===== config.mk =====
export PLATFORM = sky130hd
export DESIGN_NAME = sram_1p_march_bist
export DESIGN_NICKNAME = d
export VERILOG_FILES = /design/src/rtl/sram_bist_pkg.sv /design/src/rtl/sram_bist_checker.sv /design/src/rtl/sram_1p_march_bist.sv
export SDC_FILE = /design/constraint.sdc
export NUM_CORES = 1
export LEC_CHECK = 0
export BUFFER_PORTS_ARGS = -buffer_cell sky130_fd_sc_hd__buf_2
export CORE_AREA = 5 5 134 136
export CTS_CLUSTER_DIAMETER = 50
export DETAILED_ROUTE_END_ITERATION = 10
export DIE_AREA = 0 0 139 141
export HOLD_SLACK_MARGIN = 0.05
export PLACE_DENSITY = 0.59
export SETUP_SLACK_MARGIN = 0.02
export SKIP_CTS_REPAIR_TIMING = 1
export SLEW_MARGIN = 10
export SYNTH_ARGS = -nofsm -noshare
export SYNTH_HDL_FRONTEND = slang
export SYNTH_SLANG_ARGS = --single-unit

===== constraint.sdc =====
create_clock -name A_CLK -period 9.25 [get_ports A_CLK]
set_input_delay 0.4625 -clock A_CLK [delete_from_list [all_inputs] [get_ports A_CLK]]
set_output_delay 0.4625 -clock A_CLK [all_outputs]
set_load 0.01 [all_outputs]

===== src/rtl/sram_bist_pkg.sv =====
// Shared types and per-element tables for the single-port SRAM March C- BIST.
package sram_bist_pkg;

    typedef enum logic [3:0] {
        ST_IDLE  = 4'd0,
        ST_M0    = 4'd1,
        ST_M1    = 4'd2,
        ST_M2    = 4'd3,
        ST_M3    = 4'd4,
        ST_M4    = 4'd5,
        ST_M5    = 4'd6,
        ST_DRAIN = 4'd7,
        ST_DONE  = 4'd8
    } state_e;

    typedef enum logic [1:0] {
        OP_NOP = 2'd0,
        OP_RD  = 2'd1,
        OP_WR  = 2'd2
    } op_e;

    // Descending elements walk N-1..0; all others walk 0..N-1.
    function automatic logic elem_down(input state_e s);
        return (s == ST_M3) || (s == ST_M4);
    endfunction

    // Elements with a read followed by a write at the same address.
    function automatic logic elem_two_op(input state_e s);
        return (s == ST_M1) || (s == ST_M2) || (s == ST_M3) || (s == ST_M4);
    endfunction

    // Background bit expected when reading in this element.
    function automatic logic rd_bit(input state_e s);
        return (s == ST_M2) || (s == ST_M4);
    endfunction

    // Background bit written in this element.
    function automatic logic wr_bit(input state_e s);
        return (s == ST_M1) || (s == ST_M3);
    endfunction

    // Memory operation issued in a given element and phase.
    function automatic op_e elem_op(input state_e s, input logic phase);
        op_e op;
        case (s)
            ST_M0:                      op = OP_WR;
            ST_M1, ST_M2, ST_M3, ST_M4: op = phase ? OP_WR : OP_RD;
            ST_M5:                      op = OP_RD;
            default:                    op = OP_NOP;
        endcase
        return op;
    endfunction

    // Element that follows the given one; the last element hands off to DRAIN.
    function automatic state_e next_elem(input state_e s);
        state_e n;
        case (s)
            ST_M0:   n = ST_M1;
            ST_M1:   n = ST_M2;
            ST_M2:   n = ST_M3;
            ST_M3:   n = ST_M4;
            ST_M4:   n = ST_M5;
            default: n = ST_DRAIN;
        endcase
        return n;
    endfunction

endpackage


===== src/rtl/sram_bist_checker.sv =====
// Read-data checker: one-cycle expected/address pipeline, compare,
// first-fail capture and saturating mismatch counter.
module sram_bist_checker #(
    parameter int P_DATA_WIDTH = 24,
    parameter int P_ADDR_WIDTH = 14,
    parameter int P_CNT_WIDTH  = 16
) (
    input  logic                    clk,
    input  logic                    srst,
    input  logic                    clr_i,
    input  logic                    rd_i,
    input  logic                    exp_bit_i,
    input  logic [P_ADDR_WIDTH-1:0] addr_i,
    input  logic [P_DATA_WIDTH-1:0] dout_i,
    output logic                    fail_o,
    output logic [P_ADDR_WIDTH-1:0] fail_addr_o,
    output logic [P_DATA_WIDTH-1:0] fail_syn_o,
    output logic [P_CNT_WIDTH-1:0]  err_cnt_o
);

    logic                    pend_q, pend_d;
    logic [P_DATA_WIDTH-1:0] exp_q, exp_d;
    logic [P_ADDR_WIDTH-1:0] paddr_q, paddr_d;
    logic                    fail_q, fail_d;
    logic [P_ADDR_WIDTH-1:0] faddr_q, faddr_d;
    logic [P_DATA_WIDTH-1:0] fsyn_q, fsyn_d;
    logic [P_CNT_WIDTH-1:0]  cnt_q, cnt_d;
    logic [P_DATA_WIDTH-1:0] syn;
    logic                    mism;

    // Capture the read being issued now, and judge the one issued last cycle.
    always_comb begin
        pend_d  = rd_i;
        exp_d   = {P_DATA_WIDTH{exp_bit_i}};
        paddr_d = addr_i;
        fail_d  = fail_q;
        faddr_d = faddr_q;
        fsyn_d  = fsyn_q;
        cnt_d   = cnt_q;
        syn     = dout_i ^ exp_q;
        mism    = pend_q && (syn != '0);
        if (clr_i) begin
            fail_d  = 1'b0;
            faddr_d = '0;
            fsyn_d  = '0;
            cnt_d   = '0;
        end else if (mism) begin
            if (cnt_q != '1) begin
                cnt_d = cnt_q + P_CNT_WIDTH'(1);
            end
            if (!fail_q) begin
                fail_d  = 1'b1;
                faddr_d = paddr_q;
                fsyn_d  = syn;
            end
        end
    end

    // Checker state registers.
    always_ff @(posedge clk) begin
        if (srst) begin
            pend_q  <= 1'b0;
            exp_q   <= '0;
            paddr_q <= '0;
            fail_q  <= 1'b0;
            faddr_q <= '0;
            fsyn_q  <= '0;
            cnt_q   <= '0;
        end else begin
            pend_q  <= pend_d;
            exp_q   <= exp_d;
            paddr_q <= paddr_d;
            fail_q  <= fail_d;
            faddr_q <= faddr_d;
            fsyn_q  <= fsyn_d;
            cnt_q   <= cnt_d;
        end
    end

    assign fail_o      = fail_q;
    assign fail_addr_o = faddr_q;
    assign fail_syn_o  = fsyn_q;
    assign err_cnt_o   = cnt_q;

endmodule


===== src/rtl/sram_1p_march_bist.sv =====
// March C- BIST initiator for the single-port SRAM macro: sequences the
// six elements over the whole address space and reports the result.
module sram_1p_march_bist
    import sram_bist_pkg::*;
#(
    parameter int P_DATA_WIDTH = 24,
    parameter int P_ADDR_WIDTH = 14,
    parameter int P_CNT_WIDTH  = 16
) (
    input  logic                    A_CLK,
    input  logic                    A_RST,
    input  logic                    start_i,
    output logic                    busy_o,
    output logic                    done_o,
    output logic                    fail_o,
    output logic [P_ADDR_WIDTH-1:0] fail_addr_o,
    output logic [P_DATA_WIDTH-1:0] fail_syn_o,
    output logic [P_CNT_WIDTH-1:0]  err_cnt_o,
    output logic [P_ADDR_WIDTH-1:0] A_ADDR,
    output logic [P_DATA_WIDTH-1:0] A_DIN,
    output logic                    A_MEN,
    output logic                    A_WEN,
    output logic                    A_REN,
    input  logic [P_DATA_WIDTH-1:0] A_DOUT
);

    state_e                  state_q, state_d;
    logic [P_ADDR_WIDTH-1:0] addr_q, addr_d;
    logic                    phase_q, phase_d;
    logic [P_ADDR_WIDTH-1:0] last_addr;
    state_e                  nxt_elem;
    op_e                     op;
    logic                    start_acc;

    // Next-state: walk addresses within an element, then hand off to the next.
    always_comb begin
        state_d   = state_q;
        addr_d    = addr_q;
        phase_d   = phase_q;
        start_acc = 1'b0;
        last_addr = elem_down(state_q) ? '0 : '1;
        nxt_elem  = next_elem(state_q);
        case (state_q)
            ST_IDLE, ST_DONE: begin
                if (start_i) begin
                    start_acc = 1'b1;
                    state_d   = ST_M0;
                    addr_d    = '0;
                    phase_d   = 1'b0;
                end
            end
            ST_DRAIN: begin
                state_d = ST_DONE;
            end
            default: begin
                if (elem_two_op(state_q) && !phase_q) begin
                    phase_d = 1'b1;
                end else begin
                    phase_d = 1'b0;
                    if (addr_q == last_addr) begin
                        state_d = nxt_elem;
                        addr_d  = elem_down(nxt_elem) ? '1 : '0;
                    end else if (elem_down(state_q)) begin
                        addr_d = addr_q - P_ADDR_WIDTH'(1);
                    end else begin
                        addr_d = addr_q + P_ADDR_WIDTH'(1);
                    end
                end
            end
        endcase
    end

    // Sequencer state registers.
    always_ff @(posedge A_CLK) begin
        if (A_RST) begin
            state_q <= ST_IDLE;
            addr_q  <= '0;
            phase_q <= 1'b0;
        end else begin
            state_q <= state_d;
            addr_q  <= addr_d;
            phase_q <= phase_d;
        end
    end

    // Macro pins decode straight from registered state; read and write are exclusive.
    always_comb begin
        op     = elem_op(state_q, phase_q);
        A_ADDR = addr_q;
        A_MEN  = (op != OP_NOP);
        A_WEN  = (op == OP_WR);
        A_REN  = (op == OP_RD);
        A_DIN  = ((op == OP_WR) && wr_bit(state_q)) ? '1 : '0;
        busy_o = (state_q != ST_IDLE) && (state_q != ST_DONE);
        done_o = (state_q == ST_DONE);
    end

    sram_bist_checker #(
        .P_DATA_WIDTH (P_DATA_WIDTH),
        .P_ADDR_WIDTH (P_ADDR_WIDTH),
        .P_CNT_WIDTH  (P_CNT_WIDTH)
    ) u_checker (
        .clk         (A_CLK),
        .srst        (A_RST),
        .clr_i       (start_acc),
        .rd_i        (A_REN),
        .exp_bit_i   (rd_bit(state_q)),
        .addr_i      (addr_q),
        .dout_i      (A_DOUT),
        .fail_o      (fail_o),
        .fail_addr_o (fail_addr_o),
        .fail_syn_o  (fail_syn_o),
        .err_cnt_o   (err_cnt_o)
    );

endmodule


# Word level (Yosys, flattened, before mapping)
# Index checks and enable logic that the tools add are counted.
[totals] ff_bits=90 latch_bits=0 ramBits=0 romBits=0 n_memories=0
[classes] add_sub_neg=3 n_mul=0 div_mod_pow=0 order_cmp=0 n_eq_ne=18 n_shift=0 mux=20 bitwise=3 n_reduce_logical=25
[ops] cell="14-bit 2-to-1 mux" n=6
[ops] cell="14-bit one-hot mux with 2 select lines" n=1
[ops] cell="4-bit by 3-bit equality test with 1-bit output (second input constant)" n=6
[ops] cell="24-bit 2-to-1 mux" n=1
[ops] cell="24-bit nonzero test" n=1
[ops] cell="24-bit XOR" n=1
[ops] cell="16-bit by 1-bit adder with 16-bit output (second input constant)" n=1
[ops] cell="16-bit inequality test (second input constant)" n=1
[ops] cell="3-bit one-hot mux with 5 select lines" n=1
[ops] cell="14-bit by 1-bit adder with 14-bit output (second input constant)" n=1
[ops] cell="14-bit equality test" n=1
[ops] cell="14-bit by 1-bit subtractor with 14-bit output (second input constant)" n=1
[ops] cell="4-bit 2-to-1 mux" n=3
[ops] cell="4-bit by 2-bit equality test with 1-bit output (second input constant)" n=2
[ops] cell="4-bit one-hot mux with 2 select lines" n=1
[ops] cell="1-bit logical OR" n=7
[ops] cell="2-bit one-hot mux with 3 select lines" n=1
[ops] cell="2-bit AND reduction" n=3
[ops] cell="3-bit AND reduction" n=2
[ops] cell="4-bit by 1-bit equality test with 1-bit output (second input constant)" n=1
[ops] cell="4-bit equality test (second input constant)" n=1
[ops] cell="1-bit logical AND" n=4
[ops] cell="4-bit zero test" n=1
[ops] cell="1-bit 2-to-1 mux" n=4
[ops] cell="15 further kinds" n=17

# Longest topological paths before layout
[depth] word_depth=8 ltp_mapped=12

# Hierarchy
# From an unflattened synthesis, not the netlist that was laid out.
[hier_totals] hier_cells=564 area_unflattened_um2=4878.4
[modules_own_cells] mod="sram_bist_checker" n_inst=1 cells_each=336 area_per_inst_um2=3130.5 seq_area_each_um2=1421.4
[modules_own_cells] mod="sram_1p_march_bist" n_inst=1 cells_each=228 area_per_inst_um2=1747.9 seq_area_each_um2=380.4

# Worst setup path after synthesis
# No wires, ideal clock.
[synth_path] path_kind="reg-to-output" from="register state_q[1]" to="output A_DIN[10]" t_arrival_ps=2685 required_time_ps=8787 setup_slack_ps=6103 stages_incl_launch_ff=6 path_buffers=2 cell_sequence="dfxtp_1 > buf_1 > xnor2_1 > nand2b_1 > nor3_1 > buf_4"
[synth_via] elab_chain_len=6
[synth_rtl] item="start: declaration" line="sram_1p_march_bist.sv:27" source="state_e state_q, state_d;"
[synth_rtl] item="start signal: assignment" line="sram_1p_march_bist.sv:80" source="state_q <= state_d;"
[synth_rtl] item="4-bit by 2-bit equality test with 1-bit output (tied with other cells)" line="sram_bist_pkg.sv:39, sram_bist_pkg.sv:45"
[synth_rtl] item="4-bit OR reduction" line="sram_bist_pkg.sv:45" source="case (s)"
[synth_rtl] item="2-bit one-hot mux with 3 select lines" line="sram_bist_pkg.sv:45"
[synth_rtl] item="2-bit equality test" line="sram_1p_march_bist.sv:93" source="A_DIN = ((op == OP_WR) && wr_bit(state_q)) ? '1 : '0;"
[synth_rtl] item="1-bit logical AND *" line="sram_1p_march_bist.sv:93"
[synth_rtl] item="24-bit 2-to-1 mux *" line="sram_1p_march_bist.sv:93"
[synth_rtl] item="end: declaration" line="sram_1p_march_bist.sv:20" source="output logic [P_DATA_WIDTH-1:0] A_DIN,"
# Mark *: on every way between the ends. The rest lies on a longest branch, timed or not.

# Worst setup path in the final report
[layout_path] from="register state_q[3]" to="register state_q[0]"
[layout_via] elab_chain_len=7
[layout_rtl] item="branches (longest 7 deep; another with 14-bit 2-to-1 mux)"
# Parallel ways; which one is timed is not known. The select of a mux whose other input is x is not followed.
# A chain may end at the register's enable or synchronous reset.

==> summary.txt <==
GRT
  • Largest net degree at the start of global routing: 55
  • Vias in the first global route: 3,921
  • First-pass GRT wire length: 20,500 um
  • GRT Resource Usage Total: 12.7%
  • Total grt overflow: 0
  • Initial antenna violation count: 0

Floorplanning
  • Die span in x: 139 um
  • Initial Util: 28.8%
  • Full die area: 0.0196 mm2
  • Die height: 141 um
  • # rows: 48
  • Total core area: 0.0168 mm2
  • IO Count: 125

Timing
  • Final worst path period share: 39.4%
  • Max Freq: 0.275 GHz
  • Tmin final: 3.64 ns
  • Measured slew at the worst slew-check pin: 1.10 ns
  • Slew Limit Fails: 0
  • Setup_tns: 0 ns
  • Setup violators final: 0
  • Fin Clk Skew: 0.00810 ns
  • Final WS setup: 5.61 ns
  • Slew headroom: 26.4%
  • RSZ-0062 raised after global routing: false
  • Final Hold Viols: 0

Critical path
  • Crit. End Element: flip-flop
  • Crit-path slowest cell: nor3b_2
  • End of the critical path: state_q[0]
  • Critical path class: reg -> reg
  • R2R Path Start: state_q[3]
  • Critical path startpoint category: flip-flop
  • Worst R2R Setup Slack: 5.61 ns
  • Worst R2R End: state_q[0]
  • Crit path largest cell delay: 0.97 ns
  • Critical Path Start: state_q[3]
  • Worst path required time: 9.50 ns
  • CP Max Fanout: 18
  • Worst-path cell chain: nor3b_2, ha_1, nand4_1, nor3_1, nand2_1, o21ai_0, a21oi_1, a311oi_1
  • Reg2reg path depth: 8
  • Crit path arrival time: 3.89 ns

Place
  • IO buf count: 124
  • Post-DP Area: 0.00548 mm2
  • Gpl congestion: 0.843
  • Detail Placement HPWL: 9320 um
  • Dpl ws: 5.64 ns

Route
  • WL final: 12,600 um
  • Vias per cell: 4.83
  • First-pass detailed-route iteration total: 4
  • Post-DRT Antenna Nets: 0
  • DRT iter0 DRCs: 195
  • DRC Markers: 0
  • Vias: 4,209
  • Avg WL per Cell: 14.4 um

Logic synthesis
  • Post-synthesis cell count: 555
  • Number of synthesized flops with an enable pin: 0
  • Synth top area share: 37.2%
  • Synth warnings: 0
  • Synthesized net count: 596
  • Register area share after synthesis: 37.2%
  • Top cells by area, synth: dfxtp_1, a211oi_2, xnor2_1
  • #FFs+latches synth: 90
  • Async SR Flop Fraction: 0%
  • Top_reg_cell synth: dfxtp_1
  • Post-synth top area cell: dfxtp_1
  • Mean Syn Cell Area: 8.73 um2
  • Mapped Area: 0.00485 mm2
  • Netlist cell types: 51

Layout
  • Final Cell Area: 0.00577 mm2
  • NumNets Final: 682
  • Layout cells sized above 1: 28.0%
  • Commonest non-fill, non-tap cell in the layout: buf_2
  • # diodes: 0
  • Filler cells: 1,791
  • Most frequent cells in the layout: buf_2, dfxtp_1, nor2_1
  • Syn-to-layout area delta: 19.1%

Clock tree
  • Sink Count: 90
  • Clock latency on the worst-skew pair: 0.34 ns
  • CTS tree: built
  • Bufs on Longest Clock Path: 2
  • Clock H-tree levels: 3
  • Total CTS buffers: 9
  • Root buf cell: clkbuf_16
  • Worst-path clk slew: 0.07 ns

Power and ir drop
  • Max rail drop VDD: 0.0000752 V
  • Leak: 2.28 nW
  • PwrDens: 138 mW/mm2

Flow run
  • Max Cap Viol: 0

Run status
  • Run status: completed

Hold path
  • Worst hold path class: in -> reg
[where the power goes]
| part | switching, mW | internal (mW) | leakage (nW) | total (mW) |
|---|---|---|---|---|
| clock | 0.165 | 0.187 | 0.139 | 0.352 |
| combinational | 0.0332 | 0.0175 | 1.42 | 0.0507 |
| sequential | 0.00327 | 0.389 | 0.725 | 0.392 |
| total | 0.202 | 0.593 | 2.28 | 0.795 |
[how the worst min path moves through the flow]
stage,to,depth (start not counted),startpoint
detailed placement,u_checker.fail_addr_o[4],2,u_checker.paddr_q[4]
CTS,u_checker.fail_syn_o[0],3,A_DOUT[0]
finish,u_checker.fail_syn_o[0],3,A_DOUT[0]
global route,u_checker.fail_syn_o[23],3,A_DOUT[23]
global placement,u_checker.fail_addr_o[4],2,u_checker.paddr_q[4]
floorplan,u_checker.fail_addr_o[10],2,u_checker.paddr_q[10]
[synth_stat cells, types with 15 or more instances]
master / instances
or3_1: 15
a211oi_2: 24
nor2b_1: 16
clkbuf_1: 19
nand4_1: 16
xnor2_1: 29
o21ai_0: 45
nand2_1: 24
buf_4: 26
dfxtp_1: 90
a21oi_1: 34
nor2_1: 63
or4_1: 15
mux2i_1: 24
[flip-flops by register name, summed over array words and instances (netlist names)]
register,cells
u_checker.fail_syn_o,24
u_checker.err_cnt_o,16
A_ADDR,14
u_checker.fail_addr_o,14
u_checker.paddr_q,14
state_q,4
phase_q,1
u_checker.exp_q,1
u_checker.fail_o,1
u_checker.pend_q,1
[cell type report]
class	count	area, um2	share of cell area [%]
Clock inverter	7	58.8	1.02
Sequential cell	90	1800	31.2
Inverter	7	26.3	0.455
Multi-Input combinational cell	402	2700	46.9
Timing Repair Buffer	131	673	11.7
Tap cell	225	282	4.88
Clock buffer	9	225	3.90
[kinds of logic after synthesis]
logic type / count (synthesis) / share of synthesized area, %
AND/OR/NAND/NOR: 198 / 21.6
adder cells (fa/ha/maj): 15 / 3.98
multiplexers: 24 / 4.96
flip-flops: 90 / 37.2
AO/OA/AOI/OAI: 133 / 19.2
XOR/XNOR: 32 / 5.78
buffers and inverters: 63 / 7.28
[routing by layer]
metal / vias to the layer above / share of wire, % / track usage [%]
met5: - / 0 / 0
met4: 0 / 1.7 / 4.69
met3: 15 / 5.5 / 2.88
met2: 110 / 45 / 19.9
met1: 1924 / 48 / 17.1
li1: 2160 / - / -
[stage by stage]
stage	hold WS [ns]	total power, mW	utilization (%)	cells
floorplan	0.440	0.430	-	555
global placement	0.447	0.452	32.6	855
detailed placement	0.461	0.452	32.6	855
CTS	0.437	0.810	34.3	871
global route	0.455	0.830	34.3	871
finish	0.460	0.795	34.3	871
[worst max-delay path: cells and delay by family (launching register included)]
kind,cells,cell delay [ns]
AO/OA/AOI/OAI,3,0.88
AND/OR/NAND/NOR,4,1.81
flip-flops,1,0.50
adder cells (fa/ha/maj),1,0.35
(Power assumes the default switching activity.)
